## src/rtl/alu_pkg.sv

```systemverilog
// Shared encodings for the ALU control sequencer: alu_op, funct and select codes,
// and the FSM state type.
package alu_pkg;

  localparam logic [1:0] AOP_MEM   = 2'b00;
  localparam logic [1:0] AOP_BEQ   = 2'b01;
  localparam logic [1:0] AOP_RTYPE = 2'b10;

  localparam logic [5:0] F_ADD  = 6'b100000;
  localparam logic [5:0] F_SUB  = 6'b100010;
  localparam logic [5:0] F_AND  = 6'b100100;
  localparam logic [5:0] F_OR   = 6'b100101;
  localparam logic [5:0] F_XOR  = 6'b100110;
  localparam logic [5:0] F_NOR  = 6'b100111;
  localparam logic [5:0] F_SLT  = 6'b101010;
  localparam logic [5:0] F_SLL  = 6'b000000;
  localparam logic [5:0] F_SRL  = 6'b000010;
  localparam logic [5:0] F_MULT = 6'b011000;
  localparam logic [5:0] F_DIV  = 6'b011010;
  localparam logic [5:0] F_MFHI = 6'b010000;
  localparam logic [5:0] F_MFLO = 6'b010010;

  // Low 3 bits of the legacy codes (AND/OR/ADD/SUB/SLT) are preserved.
  localparam logic [3:0] SEL_AND  = 4'b0000;
  localparam logic [3:0] SEL_OR   = 4'b0001;
  localparam logic [3:0] SEL_ADD  = 4'b0010;
  localparam logic [3:0] SEL_XOR  = 4'b0011;
  localparam logic [3:0] SEL_SUB  = 4'b0110;
  localparam logic [3:0] SEL_SLT  = 4'b0111;
  localparam logic [3:0] SEL_SLL  = 4'b1000;
  localparam logic [3:0] SEL_SRL  = 4'b1001;
  localparam logic [3:0] SEL_MULT = 4'b1010;
  localparam logic [3:0] SEL_DIV  = 4'b1011;
  localparam logic [3:0] SEL_NOR  = 4'b1100;
  localparam logic [3:0] SEL_MFHI = 4'b1101;
  localparam logic [3:0] SEL_MFLO = 4'b1110;

  typedef enum logic [1:0] {
    ST_IDLE = 2'b00,
    ST_BUSY = 2'b01,
    ST_DONE = 2'b10
  } state_t;

endpackage

```

## src/rtl/muldiv_iter.sv

```systemverilog
// One-bit-per-cycle unsigned multiplier / restoring divider sharing one {hi,lo} register pair.
// done is raised during the last iteration; hi/lo then carry that iteration's final values.
module muldiv_iter #(
  parameter int WIDTH = 32
) (
  input  logic             clk,
  input  logic             rst,
  input  logic             start,
  input  logic             mode,
  input  logic [WIDTH-1:0] a,
  input  logic [WIDTH-1:0] b,
  output logic             done,
  output logic [WIDTH-1:0] hi,
  output logic [WIDTH-1:0] lo
);
  localparam int CW = $clog2(WIDTH) + 1;

  logic             busy_q, mode_q;
  logic [CW-1:0]    cnt_q;
  logic [WIDTH-1:0] opd_q, hi_q, lo_q, hi_nx, lo_nx;
  logic [WIDTH:0]   add_sum, shl, diff;
  logic             ge;

  // mode 0: shift-add multiply (opd = multiplicand); mode 1: restoring divide (opd = divisor)
  always_comb begin
    add_sum = {1'b0, hi_q} + (lo_q[0] ? {1'b0, opd_q} : '0);
    shl     = {hi_q, lo_q[WIDTH-1]};
    diff    = shl - {1'b0, opd_q};
    ge      = (shl >= {1'b0, opd_q});
    hi_nx   = hi_q;
    lo_nx   = lo_q;
    if (!mode_q) begin
      {hi_nx, lo_nx} = {add_sum, lo_q[WIDTH-1:1]};
    end else begin
      hi_nx = ge ? diff[WIDTH-1:0] : shl[WIDTH-1:0];
      lo_nx = {lo_q[WIDTH-2:0], ge};
    end
  end

  always_ff @(posedge clk or posedge rst) begin
    if (rst) begin
      busy_q <= 1'b0;
      mode_q <= 1'b0;
      cnt_q  <= '0;
      opd_q  <= '0;
      hi_q   <= '0;
      lo_q   <= '0;
    end else if (start) begin
      busy_q <= 1'b1;
      mode_q <= mode;
      cnt_q  <= CW'(WIDTH);
      hi_q   <= '0;
      lo_q   <= mode ? a : b;
      opd_q  <= mode ? b : a;
    end else if (busy_q) begin
      hi_q  <= hi_nx;
      lo_q  <= lo_nx;
      cnt_q <= cnt_q - 1'b1;
      if (cnt_q == CW'(1)) busy_q <= 1'b0;
    end
  end

  assign done = busy_q && (cnt_q == CW'(1));
  assign hi   = hi_nx;
  assign lo   = lo_nx;

endmodule

```

## src/rtl/alu_ctrl_seq.sv

```systemverilog
// ALU control sequencer: decodes alu_op/funct, runs single-cycle ALU ops or an iterative
// MULT/DIV, and returns a registered result over a valid/ready handshake.
//   state | meaning
//   IDLE  | accepting requests; single-cycle results complete here
//   BUSY  | MULT/DIV engine iterating
//   DONE  | MULT/DIV result held until consumed
module alu_ctrl_seq
  import alu_pkg::*;
#(
  parameter int WIDTH     = 32,
  parameter int SELW      = 4,
  parameter int MULDIV_EN = 1
) (
  input  logic             clk,
  input  logic             rst,
  input  logic             in_valid,
  output logic             in_ready,
  input  logic [1:0]       alu_op,
  input  logic [5:0]       funct,
  input  logic [WIDTH-1:0] a,
  input  logic [WIDTH-1:0] b,
  output logic             out_valid,
  input  logic             out_ready,
  output logic [WIDTH-1:0] result,
  output logic             zero,
  output logic             err,
  output logic [SELW-1:0]  select
);
  localparam int SHW = $clog2(WIDTH);
  localparam logic MD = (MULDIV_EN != 0);

  state_t           state_q, state_nx;
  logic [3:0]       dec_sel, pend_sel;
  logic             dec_ill, dec_md, accept, eng_done;
  logic [WIDTH-1:0] alu_res, hi_q, lo_q, eng_hi, eng_lo;
  logic             out_valid_q, zero_q, err_q;
  logic [WIDTH-1:0] result_q;
  logic [SELW-1:0]  select_q;

  always_comb begin
    dec_sel = SEL_ADD;
    dec_ill = 1'b0;
    dec_md  = 1'b0;
    case (alu_op)
      AOP_MEM: dec_sel = SEL_ADD;
      AOP_BEQ: dec_sel = SEL_SUB;
      AOP_RTYPE: begin
        case (funct)
          F_ADD:  dec_sel = SEL_ADD;
          F_SUB:  dec_sel = SEL_SUB;
          F_AND:  dec_sel = SEL_AND;
          F_OR:   dec_sel = SEL_OR;
          F_XOR:  dec_sel = SEL_XOR;
          F_NOR:  dec_sel = SEL_NOR;
          F_SLT:  dec_sel = SEL_SLT;
          F_SLL:  dec_sel = SEL_SLL;
          F_SRL:  dec_sel = SEL_SRL;
          F_MULT: begin dec_sel = SEL_MULT; dec_md = MD; dec_ill = !MD; end
          F_DIV:  begin dec_sel = SEL_DIV;  dec_md = MD; dec_ill = !MD; end
          F_MFHI: begin dec_sel = SEL_MFHI; dec_ill = !MD; end
          F_MFLO: begin dec_sel = SEL_MFLO; dec_ill = !MD; end
          default: dec_ill = 1'b1;
        endcase
      end
      default: dec_ill = 1'b1;
    endcase
    if (dec_ill) dec_sel = SEL_ADD;
  end

  always_comb begin
    alu_res = '0;
    case (dec_sel)
      SEL_AND:  alu_res = a & b;
      SEL_OR:   alu_res = a | b;
      SEL_ADD:  alu_res = a + b;
      SEL_XOR:  alu_res = a ^ b;
      SEL_NOR:  alu_res = ~(a | b);
      SEL_SUB:  alu_res = a - b;
      SEL_SLT:  alu_res = {{(WIDTH-1){1'b0}}, ($signed(a) < $signed(b))};
      SEL_SLL:  alu_res = a << b[SHW-1:0];
      SEL_SRL:  alu_res = a >> b[SHW-1:0];
      SEL_MFHI: alu_res = hi_q;
      SEL_MFLO: alu_res = lo_q;
      default:  alu_res = '0;
    endcase
  end

  assign in_ready = !rst && (state_q == ST_IDLE) && (!out_valid_q || out_ready);
  assign accept   = in_valid && in_ready;

  generate
    if (MULDIV_EN != 0) begin : g_md
      muldiv_iter #(.WIDTH(WIDTH)) u_muldiv (
        .clk   (clk),
        .rst   (rst),
        .start (accept && dec_md),
        .mode  (dec_sel == SEL_DIV),
        .a     (a),
        .b     (b),
        .done  (eng_done),
        .hi    (eng_hi),
        .lo    (eng_lo)
      );
    end else begin : g_no_md
      assign eng_done = 1'b0;
      assign eng_hi   = '0;
      assign eng_lo   = '0;
    end
  endgenerate

  always_comb begin
    state_nx = state_q;
    case (state_q)
      ST_IDLE: if (accept && dec_md) state_nx = ST_BUSY;
      ST_BUSY: if (eng_done) state_nx = ST_DONE;
      ST_DONE: if (out_valid_q && out_ready) state_nx = ST_IDLE;
      default: state_nx = ST_IDLE;
    endcase
  end

  always_ff @(posedge clk or posedge rst) begin
    if (rst) state_q <= ST_IDLE;
    else     state_q <= state_nx;
  end

  // A newly completed op takes priority over retiring the held result.
  always_ff @(posedge clk or posedge rst) begin
    if (rst) begin
      out_valid_q <= 1'b0;
      result_q    <= '0;
      zero_q      <= 1'b1;
      err_q       <= 1'b0;
      select_q    <= '0;
      hi_q        <= '0;
      lo_q        <= '0;
      pend_sel    <= SEL_ADD;
    end else begin
      if (state_q == ST_BUSY && eng_done) begin
        hi_q        <= eng_hi;
        lo_q        <= eng_lo;
        result_q    <= eng_lo;
        zero_q      <= (eng_lo == '0);
        err_q       <= 1'b0;
        select_q    <= SELW'(pend_sel);
        out_valid_q <= 1'b1;
      end else if (accept && !dec_md) begin
        result_q    <= dec_ill ? '0 : alu_res;
        zero_q      <= dec_ill || (alu_res == '0);
        err_q       <= dec_ill;
        select_q    <= SELW'(dec_sel);
        out_valid_q <= 1'b1;
      end else if (out_valid_q && out_ready) begin
        out_valid_q <= 1'b0;
      end
      if (accept && dec_md) pend_sel <= dec_sel;
    end
  end

  assign out_valid = out_valid_q;
  assign result    = result_q;
  assign zero      = zero_q;
  assign err       = err_q;
  assign select    = select_q;

endmodule

```

## config.mk

```make
export PLATFORM = sky130hd
export DESIGN_NAME = alu_ctrl_seq
export DESIGN_NICKNAME = d
export VERILOG_FILES = /design/src/rtl/alu_pkg.sv /design/src/rtl/muldiv_iter.sv /design/src/rtl/alu_ctrl_seq.sv
export SDC_FILE = /design/constraint.sdc
export NUM_CORES = 1
export LEC_CHECK = 0
export CORE_ASPECT_RATIO = 1.4
export CORE_MARGIN = 5
export CORE_UTILIZATION = 58
export DETAILED_ROUTE_END_ITERATION = 12
export PLACE_DENSITY = 0.75
export SLEW_MARGIN = 15
export SYNTH_ARGS = -nofsm -noshare
export SYNTH_HDL_FRONTEND = slang
export SYNTH_SLANG_ARGS = --single-unit
```

## constraint.sdc

```tcl
create_clock -name clk -period 18.4 [get_ports clk]
set_clock_uncertainty 0.1 [all_clocks]
set_input_delay 1.84 -clock clk [delete_from_list [all_inputs] [get_ports clk]]
set_output_delay 1.84 -clock clk [all_outputs]
set_load 0.01 [all_outputs]
```

# Yosys cells after proc, flatten, opt, wreduce, memory -nomap -nowiden
# Cells that the tools add are included.
# word_totals
ff_bits	213
wordCells	124
out_inout_bits	40
# classes
n_mux	39
bitwise_logic	4
n_eq_ne	31
order_cmp	2
n_shift	2
n_reduce_logical	26
n_addsub	5
# op_table
op	count
two-way mux 32 bit	13
one-hot mux 32 bit (11 select lines)	1
zero test 32 bit	2
subtractor 32 bit	2
one-hot mux 4 bit (12 select lines)	1
== test 6 bit (second input constant)	7
adder 32 x 32 -> 33 bit	1
>= comparator 33 x 32 -> 1 bit	1
adder 32 bit	1
AND 32 bit	1
< comparator 32 bit	1
NOT 32 bit	1
OR 32 bit	1
left shift 32 x 5 -> 32 bit	1
>> shifter 32 x 5 -> 32 bit	1
XOR 32 bit	1
== test 4 bit (second input constant)	6
== test 6 x 5 -> 1 bit (second input constant)	4
two-way mux 1 bit	13
OR reduction 13 bit	1
two-way mux 4 bit	3
two-way mux 6 bit	2
== test 4 x 2 -> 1 bit (second input constant)	2
== test 4 x 3 -> 1 bit (second input constant)	2
other kinds (22)	40

# Logic depth before layout (Yosys ltp)
# Gate-level depths: netlist of the first run.
# logic_depth
ltp_word	11
depth_mapped	18
ltp_nobuf	16

# Cells and area by module
# Synthesis of the first run repeated with hierarchy kept, for this count alone.
# hier_totals
hier_cells	3197
area_unflattened_um2	24908.9
# by_module_without_submodules
mod	area_per_inst_um2	cells_each	seq_area_each_um2	n_inst
alu_ctrl_seq	14609.0	1924	2730.1	1
muldiv_iter	10299.9	1273	2602.5	1

# Worst setup path after synthesis of the first run
# OpenSTA, ideal clock, no wires.
# synth_timing
path_kind	input to register
start	in b[2]
end	reg zero_q, in the netlist zero
cell_stages	17
t_arrival_ps	6190
required_ps	18209
path_slack_ps	12019
path_cell_list	inv_1 -> buf_1 -> clkbuf_1 -> clkbuf_1 -> ha_1 -> nand2b_1 -> a221o_1 -> a221oi_2 -> a311oi_1 -> o311a_1 -> a211oi_1 -> a21oi_1 -> a2111o_1 -> nor4_1 -> nand4_1 -> or3_1 -> o31ai_1
# synth_via
elab_chain_len	7
word_cells_on_any_way	14
# synth_lines
item	line_no	text
start, declared	alu_ctrl_seq.sv:21	input logic [WIDTH-1:0] b,
parallel branches: the longest is 2 deep, another holds subtractor 32 bit	-	
one-hot mux 32 bit (11 select lines) (*)	alu_ctrl_seq.sv:72	case (dec_sel)
zero test 32 bit (*)	alu_ctrl_seq.sv:148	zero_q <= dec_ill || (alu_res == '0);
logical OR 1 bit (*)	alu_ctrl_seq.sv:148	
two-way mux 1 bit (*)	alu_ctrl_seq.sv:146	end else if (accept && !dec_md) begin
two-way mux 1 bit (*)	alu_ctrl_seq.sv:138	if (state_q == ST_BUSY && eng_done) begin
end signal, assigned	alu_ctrl_seq.sv:142	zero_q <= (eng_lo == '0);
end signal, assigned	alu_ctrl_seq.sv:148	
end, declared	alu_ctrl_seq.sv:36	logic out_valid_q, zero_q, err_q;
# Mark *: on every way between the ends. The select of a mux whose other input is x is not followed.
# A chain may end at the register's enable or synchronous reset.

# Worst setup path in the final report of the first run
# layout_timing
start	in alu_op[0]
end	reg zero_q, in the netlist zero
# layout_via
elab_chain_len	10
word_cells_on_any_way	27
# layout_lines
item	line_no	text
start, declared	alu_ctrl_seq.sv:18	input logic [1:0] alu_op,
== test 2 x 1 -> 1 bit or zero test 2 bit (tied branches)	alu_ctrl_seq.sv:44	case (alu_op)
OR reduction 2 bit (no source line)	-	
one-hot mux 1 bit (2 select lines)	alu_ctrl_seq.sv:44	
two-way mux 4 bit	alu_ctrl_seq.sv:67	if (dec_ill) dec_sel = SEL_ADD;
== test 4 bit, or another cell as far along	alu_ctrl_seq.sv:72	
one-hot mux 32 bit (11 select lines)	alu_ctrl_seq.sv:72	
zero test 32 bit	alu_ctrl_seq.sv:148	
logical OR 1 bit	alu_ctrl_seq.sv:148	
two-way mux 1 bit	alu_ctrl_seq.sv:146	
two-way mux 1 bit	alu_ctrl_seq.sv:138	
# Several ways; a longest one is shown, not always the timed one. The select of a mux whose other input is x is not followed.

==> results of run 1 <==
final timing paths:
kind,endpoint,slack (ps),cells past startpoint
worst max-delay path,zero,10900,16
worst min-delay path,lo_q[18],390,1
worst max register to register,hi_q[30],13090,15
worst min register to register,lo_q[18],390,1
max in group asynchronous,result[26],14660,3
min in group asynchronous,g_md.u_muldiv.lo_q[6],1860,2
per-layer routing:
layer	share of wire, %	track usage (%)	up-vias
met1	36	57.5	11993
met5	0.013	0	-
met3	11	8.67	487
li1	-	-	10677
met4	8.4	29.0	2
met2	44	71.0	1897
power by group:
part / internal [mW] / switching [mW]
sequential: 0.572 / 0.122
combinational: 0.546 / 0.912
clock: 0.242 / 0.200
total: 1.36 / 1.23
metrics by stage:
| step | power [mW] | cell area [µm²] | hold WS [ps] | utilization [%] |
|---|---|---|---|---|
| 2_1_floorplan | 1.64 | 22700 | 339 | - |
| 3_3_place_gp | 2.00 | 24100 | 362 | 62.4 |
| 3_5_place_dp | 2.07 | 24100 | 366 | 62.4 |
| 4_1_cts | 2.52 | 24800 | 385 | 64.1 |
| 5_1_grt | 2.71 | 24800 | 391 | 64.1 |
| 6_report | 2.59 | 24800 | 385 | 64.1 |
worst register-to-register path, delay by kind of cell, from the launching register on:
family	cells	cell delay, ps
AOI/OAI and AO/OA	8	2480
and+or+nand+nor	4	1210
DFF	1	570
buffers and inverters	1	320
muxes	1	280
adders and majority gates	1	190
registers in the layout, summed over array words and instances, names as in the netlist, 4 cells and up:
| name | cells |
|---|---|
| g_md.u_muldiv.lo_q | 32 |
| lo_q | 32 |
| g_md.u_muldiv.cnt_q | 6 |
| pend_sel | 4 |
| select | 4 |
| g_md.u_muldiv.opd_q | 32 |
| result | 32 |
| g_md.u_muldiv.hi_q | 32 |
| hi_q | 32 |
cell usage in the layout, fill, tap and decap left out, types with 11 or more instances in the layout:
cell type,Yosys,final
sky130_fd_sc_hd__a211o_1,11,11
sky130_fd_sc_hd__a211oi_1,85,84
sky130_fd_sc_hd__a21o_1,57,57
sky130_fd_sc_hd__a21oi_1,186,186
sky130_fd_sc_hd__a221o_1,29,29
sky130_fd_sc_hd__a221oi_1,20,20
sky130_fd_sc_hd__a22o_1,13,13
sky130_fd_sc_hd__a22oi_1,21,21
sky130_fd_sc_hd__a31oi_1,88,87
sky130_fd_sc_hd__and2_1,45,45
sky130_fd_sc_hd__and3_1,13,12
sky130_fd_sc_hd__buf_4,7,47
sky130_fd_sc_hd__clkbuf_16,0,19
sky130_fd_sc_hd__clkdlybuf4s50_1,0,111
sky130_fd_sc_hd__dfrtp_1,211,209
sky130_fd_sc_hd__ha_1,166,166
sky130_fd_sc_hd__inv_1,160,158
sky130_fd_sc_hd__mux2_2,33,33
sky130_fd_sc_hd__mux2i_1,108,108
sky130_fd_sc_hd__mux4_2,33,33
sky130_fd_sc_hd__nand2_1,399,398
sky130_fd_sc_hd__nand2b_1,21,21
sky130_fd_sc_hd__nand3_1,57,56
sky130_fd_sc_hd__nand4_1,28,28
sky130_fd_sc_hd__nor2_1,276,273
sky130_fd_sc_hd__nor2b_1,21,21
sky130_fd_sc_hd__nor3_1,52,50
sky130_fd_sc_hd__nor4_1,26,26
sky130_fd_sc_hd__o211ai_1,39,39
sky130_fd_sc_hd__o21a_1,20,20
sky130_fd_sc_hd__o21ai_0,158,158
sky130_fd_sc_hd__o21bai_1,22,22
sky130_fd_sc_hd__o221ai_1,18,18
sky130_fd_sc_hd__o22ai_1,16,16
sky130_fd_sc_hd__o31ai_1,17,17
sky130_fd_sc_hd__or3_1,16,16
sky130_fd_sc_hd__xnor2_1,42,42
sky130_fd_sc_hd__xor2_1,27,27
cell type report:
cell class	instances	area, µm²
fillers	3152	13800
well taps	522	653
clock inverters	11	155
clock buffers	23	500
multi-input cells	2346	16000
flip-flops and latches	213	5340
inverters	162	617
repair buffers	161	1480
logic make-up after synthesis:
logic type               synth area share (%)
XOR/XNOR                                 2.66
adder cells (fa/ha/maj)                  9.49
AND/OR/NAND/NOR                          20.3
flip-flops                               23.5
AO/OA/AOI/OAI                            28.0
multiplexers                             9.66
buffers and inverters                    6.50
==> impl_metrics.prom, run 1 <==
# TYPE chip_impl_metric gauge
chip_impl_info{name="result_of_the_run",value="complete, no violations"} 1
chip_impl_metric{name="clk_transition_reported_paths",unit="ps"} 80
chip_impl_metric{name="numPlacedInstances",unit=""} 3404
chip_impl_metric{name="syn_inst",unit=""} 2922
chip_impl_info{name="crit_path_start_kind",value="primary input"} 1
chip_impl_metric{name="cts_hold_repair.buffers",unit=""} 0
chip_impl_metric{name="io_count",unit=""} 116
chip_impl_info{name="synthTopCellsByArea",value="sky130_fd_sc_hd__dfrtp_1 (23%), sky130_fd_sc_hd__ha_1 (9.1%), sky130_fd_sc_hd__nand2_1 (6.6%)"} 1
chip_impl_metric{name="drt_first_iter_violations",unit=""} 3885
chip_impl_metric{name="grt_antenna_before_repair",unit=""} 1
chip_impl_metric{name="grt_overflow",unit=""} 0
chip_impl_metric{name="power_density",unit="nW/µm²"} 105
chip_impl_info{name="unrepaired_setup_endpoints_after_global_routing",value="no"} 1
chip_impl_metric{name="grtUsageTotal",unit="%"} 45.4
chip_impl_metric{name="timing.slew.headroom",unit="%"} 24.5
chip_impl_metric{name="initial_core_util",unit="%"} 58.9
chip_impl_info{name="cts_tree",value="built"} 1
chip_impl_metric{name="fin_tns_setup",unit="ps"} 0
chip_impl_metric{name="fin_max_slew_vios",unit=""} 0
chip_impl_metric{name="async_flop_share",unit="%"} 100
chip_impl_metric{name="postCtsSetupBuffers",unit=""} 0
chip_impl_metric{name="postRouteWirelength",unit="µm"} 102000
chip_impl_metric{name="netlist-cell-type-count",unit=""} 103
chip_impl_metric{name="critPathArrivalTime",unit="ps"} 7810
chip_impl_metric{name="fp.dieH",unit="µm"} 244
chip_impl_metric{name="maxCapViolations",unit=""} 0
chip_impl_info{name="timing.critical_path.to_type",value="register"} 1
chip_impl_info{name="critical-path-top-delay-family",value="simple AND/OR/NAND/NOR gates"} 1
chip_impl_metric{name="number_of_enable_flip_flop_cells_after_synthesis",unit=""} 0
chip_impl_metric{name="critical_path.max_stage_delay",unit="ps"} 890
chip_impl_info{name="ctsRootBufferMaster",value="sky130_fd_sc_hd__clkbuf_16"} 1
chip_impl_metric{name="place_hpwl",unit="µm"} 75300
chip_impl_metric{name="ys_seq_area_share",unit="%"} 23.5
chip_impl_info{name="yosys_most_used_dff",value="sky130_fd_sc_hd__dfrtp_1"} 1
chip_impl_info{name="yosys.area.top_type",value="sky130_fd_sc_hd__dfrtp_1"} 1
chip_impl_metric{name="clock_sink_count",unit=""} 213
chip_impl_info{name="critical_path_start_end_classification",value="in -> reg"} 1
chip_impl_metric{name="yosysTopAreaCellShare",unit="%"} 23.2
chip_impl_metric{name="report.final.hold_viol_count",unit=""} 0
chip_impl_metric{name="postSynthRegisterBits",unit=""} 213
chip_impl_metric{name="worstMarginPinSlew",unit="ps"} 1130
chip_impl_metric{name="die-area",unit="µm²"} 43300
chip_impl_metric{name="worst_ir_drop_vdd",unit="µV"} 114
chip_impl_metric{name="numCtsBuffers",unit=""} 19
chip_impl_metric{name="antennaDiodeCount",unit=""} 0
chip_impl_metric{name="worst-path-max-fanout",unit=""} 30
chip_impl_metric{name="post_cts.resized_instances",unit=""} 0
chip_impl_metric{name="num_vias",unit=""} 25056
chip_impl_metric{name="worst_skew_pair.late_latency",unit="ps"} 520
chip_impl_metric{name="clk_path_buf_depth",unit=""} 3
chip_impl_metric{name="area_delta_synth_final",unit="%"} 8.95
chip_impl_metric{name="achievable-frequency",unit="GHz"} 0.133
chip_impl_metric{name="detail_route.wl_per_cell",unit="µm"} 29.6
chip_impl_metric{name="placement.io_buffers",unit=""} 115
chip_impl_metric{name="pre_cts_ws",unit="ps"} 10650
chip_impl_metric{name="rows",unit=""} 85
chip_impl_metric{name="via_count_of_the_first_global_routing_pass",unit=""} 24055
chip_impl_metric{name="die_w",unit="µm"} 177
chip_impl_metric{name="syn_avg_cell_area",unit="µm²"} 7.78
chip_impl_info{name="crit_path_cell_trace",value="clkdlybuf4s50_1 > inv_1 > ha_1 > inv_1 > a211oi_2 > o32a_2 > buf_4 > nor3_2 > and2_4 > a221o_1 > nor4_1 > nand4_1 > nor4_1 > nand4_1 > or3_1 > o31ai_1"} 1
chip_impl_metric{name="first_pass_grt_wire_length",unit="µm"} 151000
chip_impl_metric{name="gp_congestion",unit=""} 1.07
chip_impl_metric{name="syn-cell-area",unit="µm²"} 22700
chip_impl_metric{name="via_per_inst",unit=""} 7.29
chip_impl_metric{name="drt_first_pass_iters",unit=""} 9
chip_impl_metric{name="setup_viol_count_final",unit=""} 0
chip_impl_info{name="worstHoldPathType",value="reg -> reg"} 1
chip_impl_metric{name="part_of_the_cycle_the_worst_path_needs",unit="%"} 40.8
chip_impl_metric{name="finalNonFillerCells",unit=""} 3438
chip_impl_metric{name="antenna_left",unit=""} 0
chip_impl_info{name="crit_path_start",value="alu_op[0]"} 1
chip_impl_metric{name="finish.net_count",unit=""} 3149
chip_impl_metric{name="core_area",unit="µm²"} 38600
chip_impl_info{name="cpMaxStageDelayCell",value="sky130_fd_sc_hd__nor4_1"} 1
chip_impl_metric{name="fin_ws",unit="ps"} 10900
chip_impl_info{name="synth_common_cells",value="sky130_fd_sc_hd__nand2_1 (399), sky130_fd_sc_hd__nor2_1 (276), sky130_fd_sc_hd__dfrtp_1 (211)"} 1
chip_impl_metric{name="remaining_drc_errors",unit=""} 0
chip_impl_info{name="timing.rr.start",value="g_md.u_muldiv.lo_q[0]"} 1
chip_impl_metric{name="timing.final.crit_period",unit="ps"} 7500
chip_impl_metric{name="power.static_leakage",unit="nW"} 10.9
chip_impl_metric{name="grt_start_max_net_pins",unit=""} 133
chip_impl_metric{name="proportion_of_layout_cells_with_a_drive_suffix_above_1",unit="%"} 7.17
chip_impl_info{name="synthMostInstantiatedCell",value="sky130_fd_sc_hd__nand2_1"} 1
chip_impl_metric{name="htreeDepth",unit=""} 1
chip_impl_metric{name="cp_num_buf_inv",unit=""} 4
chip_impl_metric{name="mappedNetlistNets",unit=""} 3168
chip_impl_metric{name="synth_warnings",unit=""} 0
chip_impl_info{name="hp-start",value="lo_q[18]"} 1
chip_impl_metric{name="crit_required",unit="ps"} 18710
Power figures use the tool's default switching activity.
==> run 2, diff against run 1 <==
==> constraint.sdc (replaced) <==
create_clock -name clk -period 7.21 [get_ports clk]
set_clock_uncertainty 0.1 [all_clocks]
set_input_delay 0.721 -clock clk [delete_from_list [all_inputs] [get_ports clk]]
set_output_delay 0.721 -clock clk [all_outputs]
set_load 0.01 [all_outputs]
==> impl_metrics.prom, run 2 (same netlist as run 1, synthesis figures left out) <==
# TYPE chip_impl_metric gauge
chip_impl_info{name="result_of_the_run",value="complete, no violations"} 1
chip_impl_metric{name="critical_path.max_stage_delay",unit="ps"} 730
chip_impl_metric{name="power.static_leakage",unit="nW"} 11.0
chip_impl_metric{name="worstMarginPinSlew",unit="ps"} 1260
chip_impl_info{name="crit_path_start_kind",value="primary input"} 1
chip_impl_metric{name="placement.io_buffers",unit=""} 115
chip_impl_metric{name="detail_route.wl_per_cell",unit="µm"} 29.6
chip_impl_info{name="ctsRootBufferMaster",value="sky130_fd_sc_hd__clkbuf_16"} 1
chip_impl_metric{name="grt_antenna_before_repair",unit=""} 3
chip_impl_metric{name="first_pass_grt_wire_length",unit="µm"} 151000
chip_impl_metric{name="report.final.hold_viol_count",unit=""} 0
chip_impl_info{name="critical-path-top-delay-family",value="simple AND/OR/NAND/NOR gates"} 1
chip_impl_info{name="cpMaxStageDelayCell",value="sky130_fd_sc_hd__nor4_1"} 1
chip_impl_metric{name="grt_overflow",unit=""} 0
chip_impl_metric{name="clk_path_buf_depth",unit=""} 3
chip_impl_info{name="final_common_cell",value="sky130_fd_sc_hd__nand2_1"} 1
chip_impl_metric{name="timing.final.crit_period",unit="ps"} 6190
chip_impl_metric{name="numCtsBuffers",unit=""} 20
chip_impl_info{name="crit_path_cell_trace",value="clkdlybuf4s50_1 > inv_1 > ha_1 > inv_1 > a211oi_2 > o32a_2 > nor3_2 > buf_4 > and2_4 > a22o_1 > nor4_1 > nand2_1 > nor4_1 > nand4_1 > or3_1 > o31ai_1"} 1
chip_impl_metric{name="gp_congestion",unit=""} 1.08
chip_impl_info{name="cts_tree",value="built"} 1
chip_impl_metric{name="htreeDepth",unit=""} 1
chip_impl_metric{name="maxCapViolations",unit=""} 0
chip_impl_metric{name="grtUsageTotal",unit="%"} 45.6
chip_impl_metric{name="rows",unit=""} 85
chip_impl_metric{name="achievable-frequency",unit="GHz"} 0.162
chip_impl_metric{name="via_per_inst",unit=""} 7.30
chip_impl_metric{name="cts_hold_repair.buffers",unit=""} 0
chip_impl_metric{name="place_hpwl",unit="µm"} 77200
chip_impl_metric{name="finalNonFillerCells",unit=""} 3462
chip_impl_metric{name="via_count_of_the_first_global_routing_pass",unit=""} 24253
chip_impl_metric{name="fin_max_slew_vios",unit=""} 0
chip_impl_metric{name="total_power",unit="mW"} 6.62
chip_impl_metric{name="grt_start_max_net_pins",unit=""} 158
chip_impl_metric{name="numPlacedInstances",unit=""} 3424
chip_impl_metric{name="regArea",unit="µm²"} 5340
chip_impl_metric{name="proportion_of_layout_cells_with_a_drive_suffix_above_1",unit="%"} 7.80
chip_impl_metric{name="remaining_drc_errors",unit=""} 0
chip_impl_metric{name="postRouteWirelength",unit="µm"} 102000
chip_impl_metric{name="timing.slew.headroom",unit="%"} 14.0
chip_impl_metric{name="area_delta_synth_final",unit="%"} 9.72
chip_impl_metric{name="holdWs",unit="ps"} 389
chip_impl_info{name="unrepaired_setup_endpoints_after_global_routing",value="no"} 1
chip_impl_metric{name="multiInputGateArea",unit="µm²"} 16000
chip_impl_info{name="critical_path_start_end_classification",value="in -> reg"} 1
chip_impl_metric{name="postCtsSetupBuffers",unit=""} 0
chip_impl_metric{name="io_count",unit=""} 116
chip_impl_info{name="timing.critical_path.to_type",value="register"} 1
chip_impl_metric{name="fill_cells",unit=""} 3217
chip_impl_metric{name="drt_first_iter_violations",unit=""} 3857
chip_impl_metric{name="crit_required",unit="ps"} 7540
chip_impl_metric{name="worst-path-max-fanout",unit=""} 25
chip_impl_metric{name="pre_cts_ws",unit="ps"} 779
chip_impl_metric{name="clk_transition_reported_paths",unit="ps"} 80
chip_impl_info{name="mostFrequentLayoutCells",value="sky130_fd_sc_hd__nand2_1 (398), sky130_fd_sc_hd__nor2_1 (273), sky130_fd_sc_hd__dfrtp_1 (209), sky130_fd_sc_hd__a21oi_1 (186), sky130_fd_sc_hd__ha_1 (166)"} 1
chip_impl_metric{name="die_w",unit="µm"} 177
chip_impl_metric{name="fp.dieH",unit="µm"} 244
chip_impl_metric{name="worst_skew_pair.late_latency",unit="ps"} 520
chip_impl_metric{name="finish.net_count",unit=""} 3170
chip_impl_metric{name="worst_ir_drop_vdd",unit="µV"} 191
chip_impl_metric{name="part_of_the_cycle_the_worst_path_needs",unit="%"} 85.8
chip_impl_metric{name="initial_core_util",unit="%"} 58.9
chip_impl_metric{name="setup_viol_count_final",unit=""} 0
chip_impl_info{name="worstHoldPathType",value="reg -> reg"} 1
chip_impl_metric{name="critPathArrivalTime",unit="ps"} 6510
chip_impl_metric{name="fin_tns_setup",unit="ps"} 0
chip_impl_metric{name="core_area",unit="µm²"} 38600
chip_impl_metric{name="fin_ws",unit="ps"} 1020
chip_impl_metric{name="cp_num_buf_inv",unit=""} 4
chip_impl_metric{name="num_vias",unit=""} 25264
chip_impl_metric{name="drt_first_pass_iters",unit=""} 9
chip_impl_metric{name="post_cts.resized_instances",unit=""} 0
chip_impl_metric{name="antenna_left",unit=""} 0
chip_impl_metric{name="power_density",unit="nW/µm²"} 266
chip_impl_metric{name="die-area",unit="µm²"} 43300
chip_impl_metric{name="clock_sink_count",unit=""} 213
[run 2: cell types whose count changed in the layout (fill, tap and decap cells not counted), sizes merged]
| cell | change |
|---|---|
| clkinvlp | -1 |
| clkinv | +1 |
| diode | +4 |
| clkbuf | +6 |
| bufinv | -2 |
| inv | -4 |
| buf | +20 |
[run 2: path summary, 6_finish.rpt]
kind                                            start                      to  slack, ps  depth (start not counted)
min in group asynchronous                         rst               out_valid        770                          2
worst max register to register  g_md.u_muldiv.lo_q[0]                hi_q[28]       2040                         15
worst min register to register               lo_q[17]                lo_q[17]        390                          1
max in group asynchronous                         rst  g_md.u_muldiv.hi_q[29]       4600                          3
worst min-delay path                         lo_q[17]                lo_q[17]        390                          1
worst max-delay path                        alu_op[0]                    zero       1020                         16
[run 2: report_power, final]
group	internal (mW)	switching, mW	leakage (nW)
registers	1.46	0.305	2.80
logic	1.40	2.35	7.91
clock network	0.612	0.499	0.322
total	3.47	3.15	11.0
[run 2: routing by layer]
layer | up-vias | routed length [µm] | GRT usage, %
li1 | 10736 | - | -
met1 | 12038 | 36800 | 57.7
met4 | 2 | 8120 | 27.9
met5 | - | 13 | 0
met3 | 490 | 12100 | 9.08
met2 | 1998 | 45300 | 71.5
[run 2: layout make-up]
class / count / area share (%)
Clock buffer: 29 / 2.39
Sequential cell: 213 / 21.4
Tap cell: 522 / 2.62
Timing Repair Buffer: 181 / 6.58
Antenna cell: 4 / 0.0401
Inverter: 162 / 2.47
Clock inverter: 5 / 0.231
Multi-Input combinational cell: 2346 / 64.3
[run 2: worst register-to-register path, cell delays in order (launching register included)]
cell	delay, ps
sky130_fd_sc_hd__dfrtp_1	570
sky130_fd_sc_hd__buf_4	320
sky130_fd_sc_hd__and2_1	190
sky130_fd_sc_hd__ha_1	190
sky130_fd_sc_hd__a21o_1	170
sky130_fd_sc_hd__a21oi_1	310
sky130_fd_sc_hd__nand3b_1	190
sky130_fd_sc_hd__a21oi_1	110
sky130_fd_sc_hd__or4_1	520
sky130_fd_sc_hd__a21oi_1	460
sky130_fd_sc_hd__o211ai_1	310
sky130_fd_sc_hd__a2111oi_0	640
sky130_fd_sc_hd__o31ai_1	230
sky130_fd_sc_hd__xor2_1	190
sky130_fd_sc_hd__o21ai_0	350
sky130_fd_sc_hd__o21ai_0	160
[run 2: stage by stage]
step / instance area [µm²] / util [%]
global route: 24900 / 64.6
CTS: 24900 / 64.6
finish: 24900 / 64.6
floorplan: 22700 / -
global placement: 24300 / 62.9
detailed placement: 24300 / 62.9
